### src/rtl/sevenseg_pkg.sv
// Shared constants, address-phase record and glyph decode for the AHB seven-segment scanner.
// Pure declarations: no latency, no flow control.
package sevenseg_pkg;

  localparam logic [5:0] OFF_CTRL  = 6'h00;
  localparam logic [5:0] OFF_DIGEN = 6'h04;
  localparam logic [5:0] OFF_DP    = 6'h08;
  localparam logic [5:0] OFF_BLINK = 6'h0C;
  localparam logic [5:0] OFF_HEX0  = 6'h10;
  localparam logic [5:0] OFF_HEX1  = 6'h14;
  localparam logic [5:0] OFF_RAW0  = 6'h20;
  localparam logic [5:0] OFF_RAW1  = 6'h24;
  localparam logic [5:0] OFF_RAW2  = 6'h28;
  localparam logic [5:0] OFF_RAW3  = 6'h2C;

  localparam int CTRL_EN      = 0;
  localparam int CTRL_HEX     = 1;
  localparam int CTRL_BLINK   = 2;
  localparam int CTRL_BRT_LSB = 4;
  localparam logic [7:0] CTRL_MASK = 8'hF7;

  localparam logic [1:0] HTRANS_IDLE = 2'b00;

  typedef struct packed {
    logic       vld;
    logic       wr;
    logic [5:0] addr;
  } ahb_ap_t;

  // Active-high segments, bit 0 = CA .. bit 6 = CG.
  function automatic logic [6:0] hex_to_seg(input logic [3:0] nibble);
    logic [6:0] seg;
    case (nibble)
      4'h0: seg = 7'h3F;
      4'h1: seg = 7'h06;
      4'h2: seg = 7'h5B;
      4'h3: seg = 7'h4F;
      4'h4: seg = 7'h66;
      4'h5: seg = 7'h6D;
      4'h6: seg = 7'h7D;
      4'h7: seg = 7'h07;
      4'h8: seg = 7'h7F;
      4'h9: seg = 7'h6F;
      4'hA: seg = 7'h77;
      4'hB: seg = 7'h7C;
      4'hC: seg = 7'h39;
      4'hD: seg = 7'h5E;
      4'hE: seg = 7'h79;
      default: seg = 7'h71;
    endcase
    return seg;
  endfunction

  function automatic logic [15:0] digit_mask(input int num_digits);
    logic [15:0] m;
    m = '0;
    for (int i = 0; i < 16; i++) if (i < num_digits) m[i] = 1'b1;
    return m;
  endfunction

  function automatic logic [31:0] hex_word_mask(input int num_digits, input int word);
    logic [31:0] m;
    m = '0;
    for (int i = 0; i < 8; i++) if (8 * word + i < num_digits) m[4*i +: 4] = 4'hF;
    return m;
  endfunction

  // Raw bit 7 is not stored: the decimal point always comes from the DP register.
  function automatic logic [31:0] raw_word_mask(input int num_digits, input int word);
    logic [31:0] m;
    m = '0;
    for (int i = 0; i < 4; i++) if (4 * word + i < num_digits) m[8*i +: 8] = 8'h7F;
    return m;
  endfunction

endpackage

### src/rtl/ahb_sevenseg_mux_if.sv
// AHB-Lite slave-side signal bundle for the seven-segment scanner.
// Zero-wait-state bus: no HREADY, the slave never stalls.
interface ahb_sevenseg_mux_if;
  logic [5:0]  HADDR;
  logic [1:0]  HTRANS;
  logic [31:0] HWDATA;
  logic        HWRITE;
  logic        HSEL;
  logic [31:0] HRDATA;

  modport master (
    output HADDR, HTRANS, HWDATA, HWRITE, HSEL,
    input  HRDATA
  );

  modport slave (
    input  HADDR, HTRANS, HWDATA, HWRITE, HSEL,
    output HRDATA
  );
endinterface

### src/rtl/sevenseg_scan_timer.sv
// Slot prescaler, digit index and blink phase; index and phase move on the slot_wrap cycle edge.
// Free running from reset, no backpressure.
module sevenseg_scan_timer #(
  parameter int NUM_DIGITS  = 8,
  parameter int REFRESH_DIV = 100000,
  parameter int BLINK_SCANS = 64
) (
  input  logic       HCLK,
  input  logic       HRESETn,
  output logic [3:0] index,
  output logic       blink_phase,
  output logic       slot_wrap
);

  localparam int PRE_W = (REFRESH_DIV > 1) ? $clog2(REFRESH_DIV) : 1;
  localparam int SCN_W = (BLINK_SCANS > 1) ? $clog2(BLINK_SCANS) : 1;

  logic [PRE_W-1:0] presc_q;
  logic [SCN_W-1:0] scan_q;

  assign slot_wrap = (presc_q == PRE_W'(REFRESH_DIV - 1));

  always_ff @(posedge HCLK or negedge HRESETn) begin
    if (!HRESETn) begin
      presc_q     <= '0;
      index       <= '0;
      scan_q      <= '0;
      blink_phase <= 1'b0;
    end else if (slot_wrap) begin
      presc_q <= '0;
      if (index == 4'(NUM_DIGITS - 1)) begin
        // Completed scan: the blink phase flips every BLINK_SCANS of these.
        index <= '0;
        if (scan_q == SCN_W'(BLINK_SCANS - 1)) begin
          scan_q      <= '0;
          blink_phase <= ~blink_phase;
        end else begin
          scan_q <= scan_q + 1'b1;
        end
      end else begin
        index <= index + 1'b1;
      end
    end else begin
      presc_q <= presc_q + 1'b1;
    end
  end

endmodule

### src/rtl/ahb_sevenseg_mux.sv
// AHB-Lite register block driving a multiplexed common-anode seven-segment array.
// Zero wait states; pins follow any index/PWM/register change one HCLK later.
module ahb_sevenseg_mux
  import sevenseg_pkg::*;
#(
  parameter int NUM_DIGITS  = 8,
  parameter int REFRESH_DIV = 100000,
  parameter int BLINK_SCANS = 64
) (
  input  logic                  HCLK,
  input  logic                  HRESETn,
  ahb_sevenseg_mux_if.slave     bus,
  output logic [7:0]            IO_7SEG_N,
  output logic [NUM_DIGITS-1:0] IO_7SEGEN_N
);

  localparam logic [15:0]      DIG_MASK = digit_mask(NUM_DIGITS);
  localparam logic [1:0][31:0] HEX_MASK = {hex_word_mask(NUM_DIGITS, 1),
                                           hex_word_mask(NUM_DIGITS, 0)};
  localparam logic [3:0][31:0] RAW_MASK = {raw_word_mask(NUM_DIGITS, 3),
                                           raw_word_mask(NUM_DIGITS, 2),
                                           raw_word_mask(NUM_DIGITS, 1),
                                           raw_word_mask(NUM_DIGITS, 0)};

  ahb_ap_t          ap_q;
  logic             wr_en;
  logic [7:0]       ctrl_q;
  logic [15:0]      digen_q, dp_q, blink_q;
  logic [1:0][31:0] hex_q;
  logic [3:0][31:0] raw_q;
  logic [31:0]      rdata;
  logic [3:0]       pwm_q;
  logic [3:0]       index;
  logic             blink_phase;
  logic             slot_wrap_unused;

  sevenseg_scan_timer #(
    .NUM_DIGITS  (NUM_DIGITS),
    .REFRESH_DIV (REFRESH_DIV),
    .BLINK_SCANS (BLINK_SCANS)
  ) u_scan (
    .HCLK        (HCLK),
    .HRESETn     (HRESETn),
    .index       (index),
    .blink_phase (blink_phase),
    .slot_wrap   (slot_wrap_unused)
  );

  always_ff @(posedge HCLK or negedge HRESETn) begin
    if (!HRESETn) ap_q <= '0;
    else          ap_q <= '{vld:  bus.HSEL && (bus.HTRANS != HTRANS_IDLE),
                            wr:   bus.HWRITE,
                            addr: bus.HADDR};
  end

  assign wr_en = ap_q.vld && ap_q.wr;

  // Storage masks keep bits for absent digits and unused fields at zero.
  always_ff @(posedge HCLK or negedge HRESETn) begin
    if (!HRESETn) begin
      ctrl_q  <= '0;
      digen_q <= '0;
      dp_q    <= '0;
      blink_q <= '0;
      hex_q   <= '0;
      raw_q   <= '0;
    end else if (wr_en) begin
      case (ap_q.addr)
        OFF_CTRL:  ctrl_q   <= bus.HWDATA[7:0] & CTRL_MASK;
        OFF_DIGEN: digen_q  <= bus.HWDATA[15:0] & DIG_MASK;
        OFF_DP:    dp_q     <= bus.HWDATA[15:0] & DIG_MASK;
        OFF_BLINK: blink_q  <= bus.HWDATA[15:0] & DIG_MASK;
        OFF_HEX0:  hex_q[0] <= bus.HWDATA & HEX_MASK[0];
        OFF_HEX1:  hex_q[1] <= bus.HWDATA & HEX_MASK[1];
        OFF_RAW0:  raw_q[0] <= bus.HWDATA & RAW_MASK[0];
        OFF_RAW1:  raw_q[1] <= bus.HWDATA & RAW_MASK[1];
        OFF_RAW2:  raw_q[2] <= bus.HWDATA & RAW_MASK[2];
        OFF_RAW3:  raw_q[3] <= bus.HWDATA & RAW_MASK[3];
        default: ;
      endcase
    end
  end

  always_comb begin
    rdata = '0;
    if (ap_q.vld && !ap_q.wr) begin
      case (ap_q.addr)
        OFF_CTRL:  rdata = {24'h0, ctrl_q};
        OFF_DIGEN: rdata = {16'h0, digen_q};
        OFF_DP:    rdata = {16'h0, dp_q};
        OFF_BLINK: rdata = {16'h0, blink_q};
        OFF_HEX0:  rdata = hex_q[0];
        OFF_HEX1:  rdata = hex_q[1];
        OFF_RAW0:  rdata = raw_q[0];
        OFF_RAW1:  rdata = raw_q[1];
        OFF_RAW2:  rdata = raw_q[2];
        OFF_RAW3:  rdata = raw_q[3];
        default:   rdata = '0;
      endcase
    end
  end

  assign bus.HRDATA = rdata;

  always_ff @(posedge HCLK or negedge HRESETn) begin
    if (!HRESETn) pwm_q <= '0;
    else          pwm_q <= pwm_q + 1'b1;
  end

  logic [63:0]           hex_flat;
  logic [127:0]          raw_flat;
  logic [3:0]            nibble;
  logic [6:0]            pattern;
  logic                  lit, blanked, drive;
  logic [7:0]            seg_d;
  logic [NUM_DIGITS-1:0] en_d;

  always_comb begin
    hex_flat = hex_q;
    raw_flat = raw_q;
    nibble   = hex_flat[{index, 2'b00} +: 4];
    pattern  = ctrl_q[CTRL_HEX] ? hex_to_seg(nibble) : raw_flat[{index, 3'b000} +: 7];
    lit      = (pwm_q <= ctrl_q[CTRL_BRT_LSB +: 4]);
    blanked  = ctrl_q[CTRL_BLINK] & blink_q[index] & blink_phase;
    drive    = ctrl_q[CTRL_EN] & digen_q[index] & lit & ~blanked;
    seg_d    = drive ? ~{dp_q[index], pattern} : 8'hFF;
    for (int i = 0; i < NUM_DIGITS; i++) en_d[i] = ~(drive && (index == 4'(i)));
  end

  always_ff @(posedge HCLK or negedge HRESETn) begin
    if (!HRESETn) begin
      IO_7SEG_N   <= 8'hFF;
      IO_7SEGEN_N <= '1;
    end else begin
      IO_7SEG_N   <= seg_d;
      IO_7SEGEN_N <= en_d;
    end
  end

endmodule
### src/flat_wrapper.sv
// flat-port wrapper written by rule: the top's interface ports become plain ports
module ahb_sevenseg_mux_flat import sevenseg_pkg::*;
#(
  parameter int NUM_DIGITS  = 8,
  parameter int REFRESH_DIV = 100000,
  parameter int BLINK_SCANS = 64
)
  (HCLK, HRESETn, IO_7SEG_N, IO_7SEGEN_N, bus_HADDR, bus_HTRANS, bus_HWDATA, bus_HWRITE, bus_HSEL, bus_HRDATA);
  ahb_sevenseg_mux_if bus_i ();
  input  logic HCLK;
  input  logic HRESETn;
  output logic [7:0] IO_7SEG_N;
  output logic [NUM_DIGITS-1:0] IO_7SEGEN_N;
  input wire logic [$bits(bus_i.HADDR)-1:0] bus_HADDR;
  input wire logic [$bits(bus_i.HTRANS)-1:0] bus_HTRANS;
  input wire logic [$bits(bus_i.HWDATA)-1:0] bus_HWDATA;
  input wire logic [$bits(bus_i.HWRITE)-1:0] bus_HWRITE;
  input wire logic [$bits(bus_i.HSEL)-1:0] bus_HSEL;
  output wire logic [$bits(bus_i.HRDATA)-1:0] bus_HRDATA;
  assign bus_i.HADDR = bus_HADDR;
  assign bus_i.HTRANS = bus_HTRANS;
  assign bus_i.HWDATA = bus_HWDATA;
  assign bus_i.HWRITE = bus_HWRITE;
  assign bus_i.HSEL = bus_HSEL;
  assign bus_HRDATA = bus_i.HRDATA;
  ahb_sevenseg_mux #(.NUM_DIGITS(NUM_DIGITS), .REFRESH_DIV(REFRESH_DIV), .BLINK_SCANS(BLINK_SCANS)) u_core (.HCLK(HCLK), .HRESETn(HRESETn), .bus(bus_i), .IO_7SEG_N(IO_7SEG_N), .IO_7SEGEN_N(IO_7SEGEN_N));
endmodule
### config.mk
export PLATFORM = sky130hd
export DESIGN_NAME = ahb_sevenseg_mux_flat
export DESIGN_NICKNAME = d
export VERILOG_FILES = /design/src/rtl/sevenseg_pkg.sv /design/src/rtl/ahb_sevenseg_mux_if.sv /design/src/rtl/sevenseg_scan_timer.sv /design/src/rtl/ahb_sevenseg_mux.sv /design/src/flat_wrapper.sv
export SDC_FILE = /design/constraint.sdc
export NUM_CORES = 1
export LEC_CHECK = 0
export ABC_AREA = 1
export CAP_MARGIN = 20
export CORE_AREA = 2 2 135 137
export DETAILED_ROUTE_END_ITERATION = 10
export DIE_AREA = 0 0 137 139
export PLACE_DENSITY = 0.75
export SETUP_SLACK_MARGIN = 0.2
export SLEW_MARGIN = 30
export SYNTH_ARGS = -nofsm -noshare
export SYNTH_HDL_FRONTEND = slang
export SYNTH_SLANG_ARGS = --single-unit
### constraint.sdc
create_clock -name HCLK -period 3.7 [get_ports HCLK]
set_clock_uncertainty 0.15 [all_clocks]
set_input_delay 0.37 -clock HCLK [delete_from_list [all_inputs] [get_ports HCLK]]
set_output_delay 0.37 -clock HCLK [all_outputs]
set_load 0.01 [all_outputs]
==> reports/metrics.cfg <==
[placed_design]
io_buffer_count=91
dp_slack_ns=0.888
routabilityCongestion=0.920
dp_hpwl_mm=17.0
dp_cells=1460

[clocking]
insertion_delay_ns=0.43
htree_levels=4
cts_resized=0
clock-sinks=175
cts_buffer_depth=2
numCtsBuffers=17
path_clk_slew_ns=0.06
tritoncts=built
cts_root_buf=clkbuf_16

[run_status]
status=finished, final reports clean

[timing]
min_period_over_period_pct=90.3
fin_tns_setup_ns=0
max_freq_ghz=0.299
worst_slew_pin_slew_ns=0.800
fin_crit_ns=3.34
maxSlewHeadroom_pct=46.7
finalHoldViolCount=0
setup_viol=0
drv_slew=0
rsz0062_at_grt=no
layout_setup_ws_ns=0.357

[route]
drt-initial-drc-count=766
wirelength_mm=24.4
drc_errors=0
drtPass1Iterations=6
vias=8227
wl_per_cell_um=16.3
viasPerCell=5.51
ant_nets=0

[die]
fp.coreArea_um2=17700
die_area_um2=19000
rows=49
die_w_um=137
start_util_pct=53.1
die_h_um=139
ios=92

[global_route]
grt_pass1_wl_mm=39.6
grt_antenna_before_repair=0
grt_pass1_vias=7788
grt_max_degree=86
track_usage_pct=26.6
overflow=0

[yosys]
ys_ff_latch=175
yosysTopAreaCellShare_pct=42.5
ys_warn_count=0
syn_inst=1181
syn-num-nets=1242
ys_types=53
ys_seq_area_share_pct=47.0
avgSynthCellArea_um2=7.93
syn_area_um2=9370
yosys-top-cells-area=dfrtp_1 42%, nand2_1 13%, o21ai_1 6.0%
yosysTopAreaCell=dfrtp_1

[power_and_ir_drop]
combinationalPowerShare_pct=12.6
seqPwrFrac_pct=48.6
finalPower_mw=4.63
p_int_mw=3.40
vdd.ir_drop.worst_v=0.000369
swShare_pct=26.6
p_clk_share_pct=38.8
p_leak_nw=5.48
power.density_nw_per_um2=425
p_switching_mw=1.23

[layout]
insertedDiodeCount=0
finalNonFillerCells=1493
syn_to_final_growth_pct=16.3
drive_above_1_share_pct=9.26
nets=1312

[critical_path]
crit_type=reg -> out
cp_max_fo=22
required_ns=3.18
cp.arrival_ns=2.82
end_kind=primary output
startpoint_type=flip-flop

[worst_hold_path]
worstHoldPathType=in -> reg

[job]
cap_viol_max_count=0

==> Yosys cell counts, drive strengths merged <==
master	count
nand2	332
o21ai	184
dfrtp	159
inv	150
nor2	96
buf	45
nand3	39
a21oi	36
ha	17
dfstp	16
o22ai	13
nor3	12
o211ai	12
clkbuf	9
a211oi	8
a22oi	7
xor2	7
a31oi	6
nand4	6
o221ai	5
xnor2	4
clkinv	3
mux2	2
nor4	2
o21a	2
a21boi	1
a221oi	1
a22o	1
a41oi	1
and3	1
nand3b	1
nor3b	1
o2111a	1
o221a	1
==> power groups by stage <==
stage / clock, mW / sequential, mW / combinational [mW]
finish: 1.80 / 2.25 / 0.583
global route: 1.89 / 2.27 / 0.664
CTS: 1.81 / 2.24 / 0.585
detailed placement: 0 / 2.28 / 0.580
global placement: 0 / 2.27 / 0.566
floorplan: 0 / 2.25 / 0.336
==> metrics by stage <==
| stage | utilization [%] | hold slack (ns) | instance area, um^2 |
|---|---|---|---|
| after floorplan | - | -0.0756 | 9370 |
| after global placement | 58.3 | 0.305 | 10300 |
| after detailed placement | 58.3 | 0.321 | 10300 |
| after CTS | 61.7 | 0.218 | 10900 |
| after global routing | 61.7 | 0.231 | 10900 |
| final | 61.7 | 0.222 | 10900 |
==> flip-flops by register name, indices dropped and copies added, names as in the netlist <==
register,flops
u_core.raw_flat,56
u_core.hex_flat,32
u_core.u_scan.presc_q,17
u_core.IO_7SEGEN_N,8
u_core.IO_7SEG_N,8
u_core.ap_q,8
u_core.blink_q,8
u_core.digen_q,8
u_core.dp_q,8
u_core.ctrl_q,7
u_core.u_scan.scan_q,6
u_core.pwm_q,4
u_core.u_scan.index,4
u_core.u_scan.blink_phase,1
==> repair_timing <==
item                                   CTS  global route
endpoints found under the hold margin   66             0
hold buffers                             1             0
setup buffers                            0             0
==> layout by cell type (no fill, tap or decap), drive strengths merged, types with 5 or more instances in the layout <==
master,synthesis,layout
a31oi,6,6
clkbuf,9,23
dfstp,16,16
clkdlybuf4s50,0,90
ha,17,17
nand2,332,332
nand4,6,6
o21ai,184,184
dfrtp,159,159
nor2,96,96
clkinv,3,6
o22ai,13,13
a22oi,7,7
nand3,39,39
inv,150,150
a211oi,8,8
nor3,12,12
o221ai,5,5
o211ai,12,12
buf,45,14
a21oi,36,36
xor2,7,7
==> cells by family after synthesis <==
kind of cell	count (synthesis)	share of synthesized area (%)
AO/OA/AOI/OAI	279	16.6
buffers and inverters	207	10.2
adder cells (fa/ha/maj)	17	2.27
XOR/XNOR	11	1.03
multiplexers	2	0.240
flip-flops	175	47.0
AND/OR/NAND/NOR	490	22.6
==> routing by layer <==
layer,track usage [%],vias up,wire length [um]
li1,-,3951,-
met1,37.7,3901,10800
met2,41.5,339,11300
met3,5.41,36,1780
met4,7.92,0,438
met5,0,-,0
==> final cells by class <==
type	instances	area (um^2)
fillers	1571	6760
flip-flops and latches	175	4400
multi-input cells	799	4010
repair buffers	105	1030
inverters	153	576
clock buffers	23	478
well taps	229	287
clock inverters	9	109
==> worst paths after layout <==
path	from	to	slack (ns)	depth (start not counted)
min in group asynchronous	HRESETn	u_core.u_scan.presc_q[12]	0.41	2
worst max register to register	u_core.u_scan.index[0]	u_core.IO_7SEG_N[3]	1.06	13
worst min register to register	u_core.u_scan.presc_q[0]	u_core.u_scan.presc_q[0]	0.33	1
max in group asynchronous	HRESETn	u_core.ap_q[1]	2.02	3
worst max-delay path	u_core.ap_q[1]	bus_HRDATA[4]	0.36	10
worst min-delay path	bus_HADDR[0]	u_core.ap_q[0]	0.22	1
==> worst max-delay path: stages (launching register included) <==
cell	delay [ns]
dfrtp_1	0.39
nor2_4	0.14
nand2_1	0.10
nor2_1	0.14
nand2_2	0.15
inv_2	0.38
nand2_1	0.11
nand2_1	0.10
nor2_1	0.05
a41oi_1	0.24
clkdlybuf4s50_1	0.59
Note: power is estimated with default switching activity, not from simulation.
